--- src/rtl/sw_debounce.sv ---
// sw_debounce: two-flop synchroniser plus per-bit tick-based debounce
// for the slide-switch bus, with a one-cycle change strobe.
module sw_debounce #(
  parameter int WIDTH        = 4,
  parameter int DIV          = 50000,
  parameter int STABLE_TICKS = 10
) (
  input  logic             clk,
  input  logic             rst_n,
  input  logic [WIDTH-1:0] sw_raw,
  output logic [WIDTH-1:0] sw_clean,
  output logic             sw_changed,
  output logic             tick
);

  localparam int PW = (DIV > 1) ? $clog2(DIV) : 1;
  localparam int CW = (STABLE_TICKS > 1) ? $clog2(STABLE_TICKS) : 1;
  localparam logic [PW-1:0] PMAX = PW'(DIV - 1);
  localparam logic [CW-1:0] CMAX = CW'(STABLE_TICKS - 1);

  logic [WIDTH-1:0] s1;
  logic [WIDTH-1:0] sync_q;
  logic [PW-1:0]    pcnt;
  logic [PW-1:0]    pcnt_nxt;
  logic [CW-1:0]    cnt     [WIDTH];
  logic [CW-1:0]    cnt_nxt [WIDTH];
  logic [WIDTH-1:0] clean_nxt;
  logic [WIDTH-1:0] acc;

  always_comb begin
    pcnt_nxt = (pcnt == PMAX) ? '0 : pcnt + PW'(1);
  end

  // Any reversion to the accepted level aborts the count, tick or not.
  always_comb begin
    clean_nxt = sw_clean;
    acc       = '0;
    for (int i = 0; i < WIDTH; i++) begin
      cnt_nxt[i] = cnt[i];
      priority case (1'b1)
        sync_q[i] == sw_clean[i]: cnt_nxt[i] = '0;
        tick && (cnt[i] == CMAX): begin
          clean_nxt[i] = sync_q[i];
          cnt_nxt[i]   = '0;
          acc[i]       = 1'b1;
        end
        tick: cnt_nxt[i] = cnt[i] + CW'(1);
        default: ;
      endcase
    end
  end

  // tick is registered so it reads 0 in reset even when DIV is 1.
  always_ff @(posedge clk or negedge rst_n) begin
    if (!rst_n) begin
      s1         <= '0;
      sync_q     <= '0;
      pcnt       <= '0;
      tick       <= 1'b0;
      sw_clean   <= '0;
      sw_changed <= 1'b0;
      cnt        <= '{default: '0};
    end else begin
      s1         <= sw_raw;
      sync_q     <= s1;
      pcnt       <= pcnt_nxt;
      tick       <= (pcnt_nxt == PMAX);
      sw_clean   <= clean_nxt;
      sw_changed <= |acc;
      cnt        <= cnt_nxt;
    end
  end

endmodule

--- config.mk ---
export PLATFORM = sky130hd
export DESIGN_NAME = sw_debounce
export DESIGN_NICKNAME = d
export VERILOG_FILES = /design/src/rtl/sw_debounce.sv
export SDC_FILE = /design/constraint.sdc
export NUM_CORES = 1
export LEC_CHECK = 0
export BUFFER_PORTS_ARGS = -buffer_cell sky130_fd_sc_hd__buf_2
export CAP_MARGIN = 30
export CORE_MARGIN = 5
export CORE_UTILIZATION = 45
export CTS_BUF_LIST = sky130_fd_sc_hd__clkbuf_4
export CTS_CLUSTER_SIZE = 8
export DETAILED_ROUTE_END_ITERATION = 16
export HOLD_SLACK_MARGIN = 0.1
export PLACE_DENSITY = 0.74
export SETUP_SLACK_MARGIN = 0.5
export SLEW_MARGIN = 20
export SYNTH_ARGS = -nofsm -noshare
export SYNTH_HDL_FRONTEND = slang
export SYNTH_SLANG_ARGS = --single-unit
--- constraint.sdc ---
create_clock -name clk -period 2.5 [get_ports clk]
set_clock_uncertainty 0.2 [all_clocks]
set_input_delay 0.125 -clock clk [delete_from_list [all_inputs] [get_ports clk]]
set_output_delay 0.125 -clock clk [all_outputs]
set_load 0.01 [all_outputs]
==> summary.txt, run 1 <==
Run status
  • Run status: complete, no violations

Clock network
  • Clock Sinks: 46
  • CTS Buf Count: 5
  • CTS tree: done
  • Clk_lat worst skew: between 0.3 and 0.4 ns
  • Root Driver: clkbuf_4
  • Clock buffer depth: 2
  • Clock transition at the registers of the reported paths: 0.14 ns
  • H-tree level count: 2

Floorplanning
  • Die ar.: ~6600 µm²
  • Initial Utilization: a little under half
  • Core box area: 4817 µm²
  • Die Width: 80.94 µm
  • Chip Height: between 80 and 90 µm
  • # rows: 25
  • Ports: 12

Yosys
  • Synth top area share: roughly half
  • Synth area leader: dfrtp_1
  • Synth Warn #: 0
  • Synthesized area: 2265 µm²
  • Synth top area cells: dfrtp_1 51%, ha_1 5.0%, nor2_1 4.6%, xor2_1 4.3%, and4b_1 3.5%
  • Mean Syn Cell Area: about 11 µm²
  • Post-synthesis sequential area ratio: 50.83%
  • Mapped Cells: about 210
  • Post-Syn Nets: ~230
  • Distinct cell type count after synthesis: 35
  • Register bit total from synthesis: 46

Global route
  • Number of global-route vias before repair: around 1600
  • Initial antenna violation count: 0
  • Global-route wire length before repair: between 7000 and 8000 µm
  • Remaining global-route overflow: 0
  • Pin count of the biggest net entering global routing: 36
  • GRT Overall Usage: roughly 14%

STA
  • Setup TNS Final: 0 ns
  • Tcrit/Tclk final: 84.60%
  • Final setup violation count: 0
  • Slew @ Worst Pin: 0.5063 ns
  • Max-slew violations: 0
  • Hold Vio Cnt, Final: 0
  • F_max: approximately 470 MHz
  • RSZ-0062 raised after global routing: yes
  • Minimum clock period: approximately 2.1 ns
  • Worst relative slew slack: 66.25%

Setup path
  • Critical Path Start Type: flop
  • Crit path capture type: flop
  • Crit path largest cell delay: between 0.4 and 0.5 ns
  • Buffers & Inverters on Critical Path: 0
  • RR Startpoint: pcnt[4]$_DFF_PN0_
  • Crit path max-delay family: simple AND/OR/NAND/NOR gates
  • CP cell instances: or3b_1 -> or3_1 -> or4_4 -> a2111oi_4
  • Worst path slowest cell: dfrtp_1
  • Worst reg2reg endpoint: tick$_DFF_PN0_
  • CP max FO: 4
  • Crit path arrival time: between 2 and 2.5 ns
  • Worst reg2reg path depth: 4
  • Crit Path Category: reg -> reg
  • Critical Path RT: roughly 2.6 ns
  • Flop-to-flop setup slack: around 0.38 ns

Final layout
  • Commonest cells after routing, fill and taps aside: 43 x dfrtp_1, 28 x nor2_1
  • Register area: approximately 1200 µm²
  • Area grow syn2layout: 15.80%
  • Most common cell after layout, fill and taps aside: dfrtp_1
  • Nets: ~260
  • Non-filler instance count after layout: 312
  • Filler instances: 445
  • Post-layout util: a little over half
  • Multi-input gate area in the final layout: 1106 µm²
  • # diodes: 0
  • Final Instance Area: approximately 2600 µm²
  • Layout cells sized above 1: approximately a fifth

Drt
  • WL met2: 1929 µm
  • Drt first pass iters: 4
  • Routed wire length: around 4000 µm
  • DR iter-0 viols: 98
  • Met3 WL: about 130 µm
  • Top layer in use: met4
  • Met1 Wirelength: 1843 µm
  • DRC Markers: 0
  • Routed Antenna Nets: 0
  • DR vias/cell: 5.298
  • Routed WL per cell: 12.78 µm
  • Via Count: roughly 1700

Power and ir drop
  • Overall Power: roughly 1.1 mW
  • Power Density: around 430 nW/µm²
  • Leakage: ~1.2 nW
  • Worst VDD drop: around 0.22 mV

Placement
  • Dpl cell area: about 2400 µm²
  • Placed cell count: about 300
  • Buffers on Ports: 11
  • Dpl hpwl: approximately 2800 µm
  • Placer congestion estimate: around 0.82

Flow run
  • Maxcap violations: 0

Hold path
  • Hold Path Class: in -> async
-- cells in the mapped netlist --
cell type / count
a211oi_1: 1
or4_4: 1
nor4_1: 3
a21oi_1: 8
a31oi_1: 1
and4b_1: 8
a22o_1: 1
nand4_2: 1
a21boi_0: 4
nand2b_1: 4
ha_1: 9
nand3_1: 3
nand2_1: 11
inv_1: 7
dfrtp_1: 46
buf_2: 1
xnor2_1: 8
or3b_1: 1
nor3_1: 9
mux2i_1: 8
and2_1: 1
xor2_1: 11
nor4_2: 2
nand3b_1: 2
nand3_2: 1
and3_2: 1
clkbuf_1: 2
o21ai_1: 1
o21ai_0: 12
nor2_1: 28
a2111oi_2: 1
nand4_1: 6
or3_1: 3
mux2_2: 4
or4_1: 2
-- through the flow --
step           setup slack [ns]  hold slack (ns)
2_1_floorplan            0.4445          -0.3706
3_3_place_gp             0.3736          -0.1861
3_5_place_dp             0.3043          -0.1855
4_1_cts                  0.3920           0.1215
5_1_grt                  0.2680           0.1538
6_report                 0.3849           0.1374
-- worst reg2reg max path: stages (launching register included) --
cell and delay, ns:
dfrtp_1 0.44, or3b_1 0.42, or3_1 0.36, or4_4 0.43, a2111oi_4 0.18
-- report_power, final --
group	leakage (nW)	total, mW	internal (mW)	switching, mW
combinational	0.518	0.0334	0.0129	0.0206
clock	0.0286	0.350	0.105	0.245
sequential	0.605	0.753	0.750	0.00256
-- state kept, by name, summed over array words and instances, names as in the netlist --
| signal | cells |
|---|---|
| tick | 1 |
| cnt | 16 |
| s1 | 4 |
| pcnt | 16 |
| sw_clean | 4 |
| sw_changed | 1 |
| sync_q | 4 |
-- what timing repair did --
action / 4_1_cts / 5_1_grt
endpoints found under the hold margin: 50 / 0
gates resized for setup: 4 / 2
pin swaps: 1 / 0
setup buffers: 5 / 0
endpoints found under the setup margin: 5 / 9
hold buffers: 6 / 0
-- final cells by class --
type	count	area share [%]
clock buffers	5	1.431
clock inverters	3	0.6202
inverters	7	1.002
multi-input cells	156	42.18
flip-flops and latches	46	44.04
well taps	67	3.197
repair buffers	28	7.538
-- kinds of logic (layout without fill, tap and decap cells) --
group / Yosys count / count (layout) / share of synthesized area, %
and+or+nand+nor: 87 / 87 / 21.99
AOI/OAI and AO/OA: 29 / 29 / 7.625
buffers and inverters: 10 / 43 / 1.713
xor gates and xnor gates: 19 / 19 / 7.348
adders and majority gates: 9 / 9 / 4.972
muxes: 12 / 12 / 5.525
DFF: 46 / 46 / 50.83
-- layer usage --
metal | vias up | GRT usage [%]
met5 | - | 0
met1 | 806 | 17.89
met2 | 17 | 22.99
met4 | 0 | 5.405
li1 | 823 | -
met3 | 7 | 4.324
-- worst max path at each step --
stage / startpoint / end / slack, ns / cells past startpoint
floorplan: pcnt[4]$_DFF_PN0_ / tick$_DFF_PN0_ / 0.44 / 4
global placement: pcnt[0]$_DFF_PN0_ / tick$_DFF_PN0_ / 0.37 / 6
detailed placement: pcnt[0]$_DFF_PN0_ / tick$_DFF_PN0_ / 0.30 / 6
CTS: pcnt[1]$_DFF_PN0_ / tick$_DFF_PN0_ / 0.39 / 6
global route: pcnt[0]$_DFF_PN0_ / tick$_DFF_PN0_ / 0.27 / 6
finish: pcnt[4]$_DFF_PN0_ / tick$_DFF_PN0_ / 0.38 / 4
No activity file was read; power rests on OpenSTA's default activity.
==> run 2: changes to the inputs <==
- clock period: 2.5 -> 2.2 ns (I/O delays scaled with it)
==> run 2 against run 1 <==
Core utilization rose by 3.4 points. Critical endpoint unchanged. Register-to-register slack worse by 0.35 ns. Sequential cell count stayed put. Die area stayed put. Global-route usage fell by 0.24 points. Count of clock-buffer cells in the layout stayed put. Routed wire length up 7.2%.
==> summary.txt, run 2 (synthesized netlist as in run 1, its figures left out) <==
Run status
  • Run status: complete, no violations

Clock network
  • Clock Sinks: 46
  • Root Driver: clkbuf_4
  • CTS Buf Count: 5
  • H-tree level count: 2
  • CTS tree: done
  • Clock transition at the registers of the reported paths: ~0.14 ns
  • Clock buffer depth: 2
  • Clk_lat worst skew: around 0.37 ns

Drt
  • Routed WL per cell: about 13 µm
  • Routed wire length: 4275 µm
  • Routed Antenna Nets: 0
  • DR vias/cell: about 5.3
  • Drt first pass iters: 6
  • DRC Markers: 0
  • DR iter-0 viols: 81
  • Via Count: approximately 1700

Setup path
  • Crit path capture type: flop
  • Critical Path Start Type: flop
  • RR Startpoint: pcnt[10]$_DFF_PN0_
  • Crit Path Category: reg -> reg
  • Worst reg2reg endpoint: tick$_DFF_PN0_
  • Worst reg2reg path depth: 5
  • Critical Path RT: about 2.3 ns
  • CP max FO: 6
  • Flop-to-flop setup slack: 0.04 ns
  • Crit path arrival time: roughly 2.2 ns

Hold path
  • Hold Path End: sync_q[1]$_DFF_PN0_
  • Hold Path Stages: 0
  • Hold Path Class: reg -> reg
  • Worst min-delay path startpoint: s1[1]$_DFF_PN0_

Floorplanning
  • Chip Height: around 81 µm
  • Ports: 12
  • # rows: 25
  • Die Width: 80.94 µm
  • Die ar.: approximately 6600 µm²
  • Initial Utilization: between 40 and 50%
  • Core box area: between 4000 and 5000 µm²

STA
  • F_max: 462.9 MHz
  • Minimum clock period: 2.160 ns
  • Min setup slack post-route: 0.03957 ns
  • Hold Vio Cnt, Final: 0
  • Slew @ Worst Pin: approximately 0.68 ns
  • Setup TNS Final: 0 ns
  • RSZ-0062 raised after global routing: yes
  • Final setup violation count: 0
  • Worst relative slew slack: a little over half
  • Tcrit/Tclk final: 98.20%
  • Max-slew violations: 0

Final layout
  • Final Instance Area: about 2800 µm²
  • Layout cells sized above 1: 24.61%
  • # diodes: 0
  • Nets: 270
  • Commonest cells after routing, fill and taps aside: 42 x dfrtp_1, 28 x nor2_1, 18 x buf_4
  • Top flop regs: cnt: 16 flops, pcnt: 16 flops
  • Most common cell after layout, fill and taps aside: dfrtp_1
  • Non-filler instance count after layout: about 320
  • Area grow syn2layout: 22.98%

Placement
  • Placer congestion estimate: slightly below 0.9
  • Dpl cell area: between 2000 and 3000 µm²
  • Pre-CTS setup slack: 0.02046 ns
  • Buffers on Ports: 11
  • Placed cell count: 300
  • Dpl hpwl: between 2000 and 3000 µm

Global route
  • Global-route wire length before repair: around 7200 µm
  • GRT Overall Usage: 13.99%
  • Pin count of the biggest net entering global routing: 18
  • Number of global-route vias before repair: ~1600
  • Remaining global-route overflow: 0
  • Initial antenna violation count: 0

Flow run
  • Maxcap violations: 0

Power and ir drop
  • Leakage: between 1 and 1.5 nW
  • Power Density: roughly 470 nW/µm²
  • Overall Power: 1.303 mW
  • Worst VDD drop: between 0.3 and 0.4 mV
-- run 2: changes by cell type in the layout (fill, tap and decap cells not counted), sizes merged --
cell,change
buf,+10
dlygate4sd3,+1
-- run 2: worst max path at each step --
stage / from / depth (start not counted) / endpoint / slack, ns
after global routing: pcnt[10]$_DFF_PN0_ / 5 / tick$_DFF_PN0_ / -0.01
after detailed placement: pcnt[0]$_DFF_PN0_ / 6 / tick$_DFF_PN0_ / 0.02
after floorplan: pcnt[4]$_DFF_PN0_ / 4 / tick$_DFF_PN0_ / 0.14
after CTS: pcnt[0]$_DFF_PN0_ / 6 / tick$_DFF_PN0_ / 0.07
after global placement: pcnt[0]$_DFF_PN0_ / 6 / tick$_DFF_PN0_ / 0.09
final: pcnt[10]$_DFF_PN0_ / 5 / tick$_DFF_PN0_ / 0.04
-- run 2: cell type report --
| cell class | instances | area [µm²] |
|---|---|---|
| clock buffer | 5 | 37.54 |
| clock inverter | 3 | 21.27 |
| fill | 422 | 2032 |
| inverter | 7 | 26.28 |
| multi-input combinational | 156 | 1166 |
| sequential | 46 | 1156 |
| tap | 67 | 83.83 |
| timing repair buffer | 39 | 294.0 |
-- run 2: per-layer routing --
layer  vias up  GRT usage (%)  wire (µm)
li1        842              -          -
met1       838          17.84       1878
met2        34          22.91       2181
met3         9          3.326        142
met4         0          5.574         72
met5         -              0          0
-- run 2: repair_timing --
item	in CTS	in global routing
pin swaps	2	5
endpoints found under the setup margin	16	28
setup buffers	6	2
endpoints found under the hold margin	50	0
hold buffers	7	0
gates resized for setup	1	17
-- run 2: critical path, cell delays in order, from the launching register on --
cell       delay (ns)
dfrtp_2          0.45
nand4_1          0.21
nor4_2           0.36
xnor2_1          0.15
or4_4            0.51
a2111oi_4        0.19
-- run 2: per-stage QoR --
step	hold WS, ns	utilization [%]
after global routing	0.1575	57.82
after global placement	-0.1514	51.95
after floorplan	-0.3856	-
after CTS	0.1558	55.82
after detailed placement	-0.1512	51.95
final	0.1571	57.82
-- run 2: power breakdown --
part / internal, mW / switching [mW] / leakage (nW)
Sequential: 0.853 / 0.00296 / 0.606
Combinational: 0.0170 / 0.0234 / 0.626
Clock: 0.125 / 0.283 / 0.0312
Total: 0.994 / 0.309 / 1.26
==> run 3: changes to the inputs <==
- CORE_MARGIN: 5 -> 1.5
- RECOVER_POWER: unset -> 50
==> run 3 against run 2 <==
Register-to-register slack improved by 0.04 ns. Largest power group unchanged. Sequential cell count did not move. Count of clock-buffer cells in the layout unchanged. Design area up 0.18%. Power decreased by 1.8%.
==> summary.txt, run 3 (synthesized netlist as in run 1, its figures left out) <==
Drt
  • Routed Antenna Nets: 0
  • DR vias/cell: approximately 5.4
  • DRC Markers: 0
  • Drt first pass iters: 4
  • Routed WL per cell: roughly 13 µm
  • Routed wire length: about 4300 µm
  • DR iter-0 viols: 85
  • Via Count: 1746

Final layout
  • Nets: about 270
  • Non-filler instance count after layout: 322
  • Layout cells sized above 1: 26.27%
  • Final Instance Area: ~2800 µm²
  • Filler instances: ~430
  • Commonest cells after routing, fill and taps aside: 42 x dfrtp_1, 24 x nor2_1, 19 x buf_4
  • Top flop regs: cnt: 16 flops, pcnt: 16 flops
  • Area grow syn2layout: 23.20%
  • Register area: around 1200 µm²
  • # diodes: 0
  • Multi-input gate area in the final layout: between 1000 and 1500 µm²
  • Most common cell after layout, fill and taps aside: dfrtp_1

STA
  • F_max: ~470 MHz
  • Slew @ Worst Pin: between 0.8 and 0.9 ns
  • Setup TNS Final: 0 ns
  • Hold Vio Cnt, Final: 0
  • Minimum clock period: around 2.1 ns
  • RSZ-0062 raised after global routing: yes
  • Worst relative slew slack: about 43%
  • Final setup violation count: 0
  • Max-slew violations: 0
  • Tcrit/Tclk final: a little over nine tenths

Setup path
  • Critical Path Start Type: flop
  • CP max FO: 4
  • Critical Path RT: around 2.3 ns
  • CP cell instances: or3b_4 -> or3_1 -> or4_4 -> a2111oi_4
  • Crit path max-delay family: simple AND/OR/NAND/NOR gates
  • Crit Path Category: reg -> reg
  • Crit path largest cell delay: 0.44 ns
  • Buffers & Inverters on Critical Path: 0
  • Worst path slowest cell: dfrtp_1
  • Crit path capture type: flop
  • Crit path arrival time: between 2 and 2.5 ns

Placement
  • Buffers on Ports: 11
  • Dpl hpwl: about 2900 µm
  • Placed cell count: 301
  • Placer congestion estimate: 0.8171
  • Dpl cell area: between 2000 and 3000 µm²

Floorplanning
  • Die ar.: ~5500 µm²
  • Ports: 12
  • # rows: 25
  • Die Width: around 74 µm
  • Chip Height: 73.94 µm
  • Initial Utilization: roughly 47%
  • Core box area: approximately 4800 µm²

Global route
  • GRT Overall Usage: approximately 18%
  • Initial antenna violation count: 0
  • Global-route wire length before repair: roughly 7400 µm
  • Remaining global-route overflow: 0
  • Pin count of the biggest net entering global routing: 36
  • Number of global-route vias before repair: 1644

Clock network
  • CTS Buf Count: 5
  • Root Driver: clkbuf_4
  • Clock transition at the registers of the reported paths: 0.14 ns
  • H-tree level count: 2
  • CTS tree: done
  • Clock buffer depth: 2
  • Clock Sinks: between 40 and 50
  • Clk_lat worst skew: between 0.3 and 0.4 ns

Power and ir drop
  • Power Density: around 460 nW/µm²
  • Leakage: about 1.2 nW
  • Worst VDD drop: 0.2960 mV

Flow run
  • Maxcap violations: 0

Hold path
  • Hold Path Class: in -> async

Run status
  • Run status: complete, no violations
run 3: stage by stage:
step / setup WS [ns] / power [mW] / util, % / hold WS [ns]
CTS: 0.09640 / 1.297 / 56.16 / 0.1584
detailed placement: 0.04860 / 0.9059 / 52.44 / 0.02048
global placement: 0.09912 / 0.9050 / 52.44 / 0.01881
finish: 0.07671 / 1.279 / 58.30 / 0.1613
global route: 0.01117 / 1.343 / 58.30 / 0.1623
floorplan: 0.1445 / 0.8785 / - / -0.3856
run 3: layer usage:
metal	GRT usage, %	share of wire (%)
met5	0	0
met4	6.996	2.3
met3	4.336	2.9
met2	30.65	51
met1	20.72	43
run 3: path summary, 6_finish.rpt:
kind	startpoint	to	slack, ns	depth (start not counted)
min	rst_n	cnt[6]$_DFFE_PN0P_	0.16	2
min reg2reg	s1[0]$_DFF_PN0_	sync_q[0]$_DFF_PN0_	0.16	0
max in group asynchronous	rst_n	pcnt[0]$_DFF_PN0_	0.96	3
max	pcnt[4]$_DFF_PN0_	tick$_DFF_PN0_	0.08	4
max reg2reg	pcnt[4]$_DFF_PN0_	tick$_DFF_PN0_	0.08	4
min in group clk	s1[0]$_DFF_PN0_	sync_q[0]$_DFF_PN0_	0.16	0
run 3: layout make-up:
| cell class | count | area share (%) |
|---|---|---|
| Multi-Input combinational cell | 156 | 42.87 |
| Tap cell | 67 | 3.004 |
| Sequential cell | 46 | 41.43 |
| Clock buffer | 5 | 1.345 |
| Timing Repair Buffer | 38 | 9.821 |
| Clock inverter | 3 | 0.5830 |
| Inverter | 7 | 0.9417 |
run 3: timing repair:
action / CTS / global route
resized for setup: 8 / 21
setup buffers: 4 / 4
hold buffers: 5 / 0
endpoints found under the hold margin: 37 / 0
endpoints found under the setup margin: 11 / 21
gates cloned: 0 / 0
pin swaps: 2 / 8
run 3: power by group:
| group | switching, mW | internal, mW |
|---|---|---|
| sequential | 0.00333 | 0.853 |
| combinational | 0.0236 | 0.0149 |
| clock | 0.266 | 0.119 |
| total | 0.293 | 0.987 |
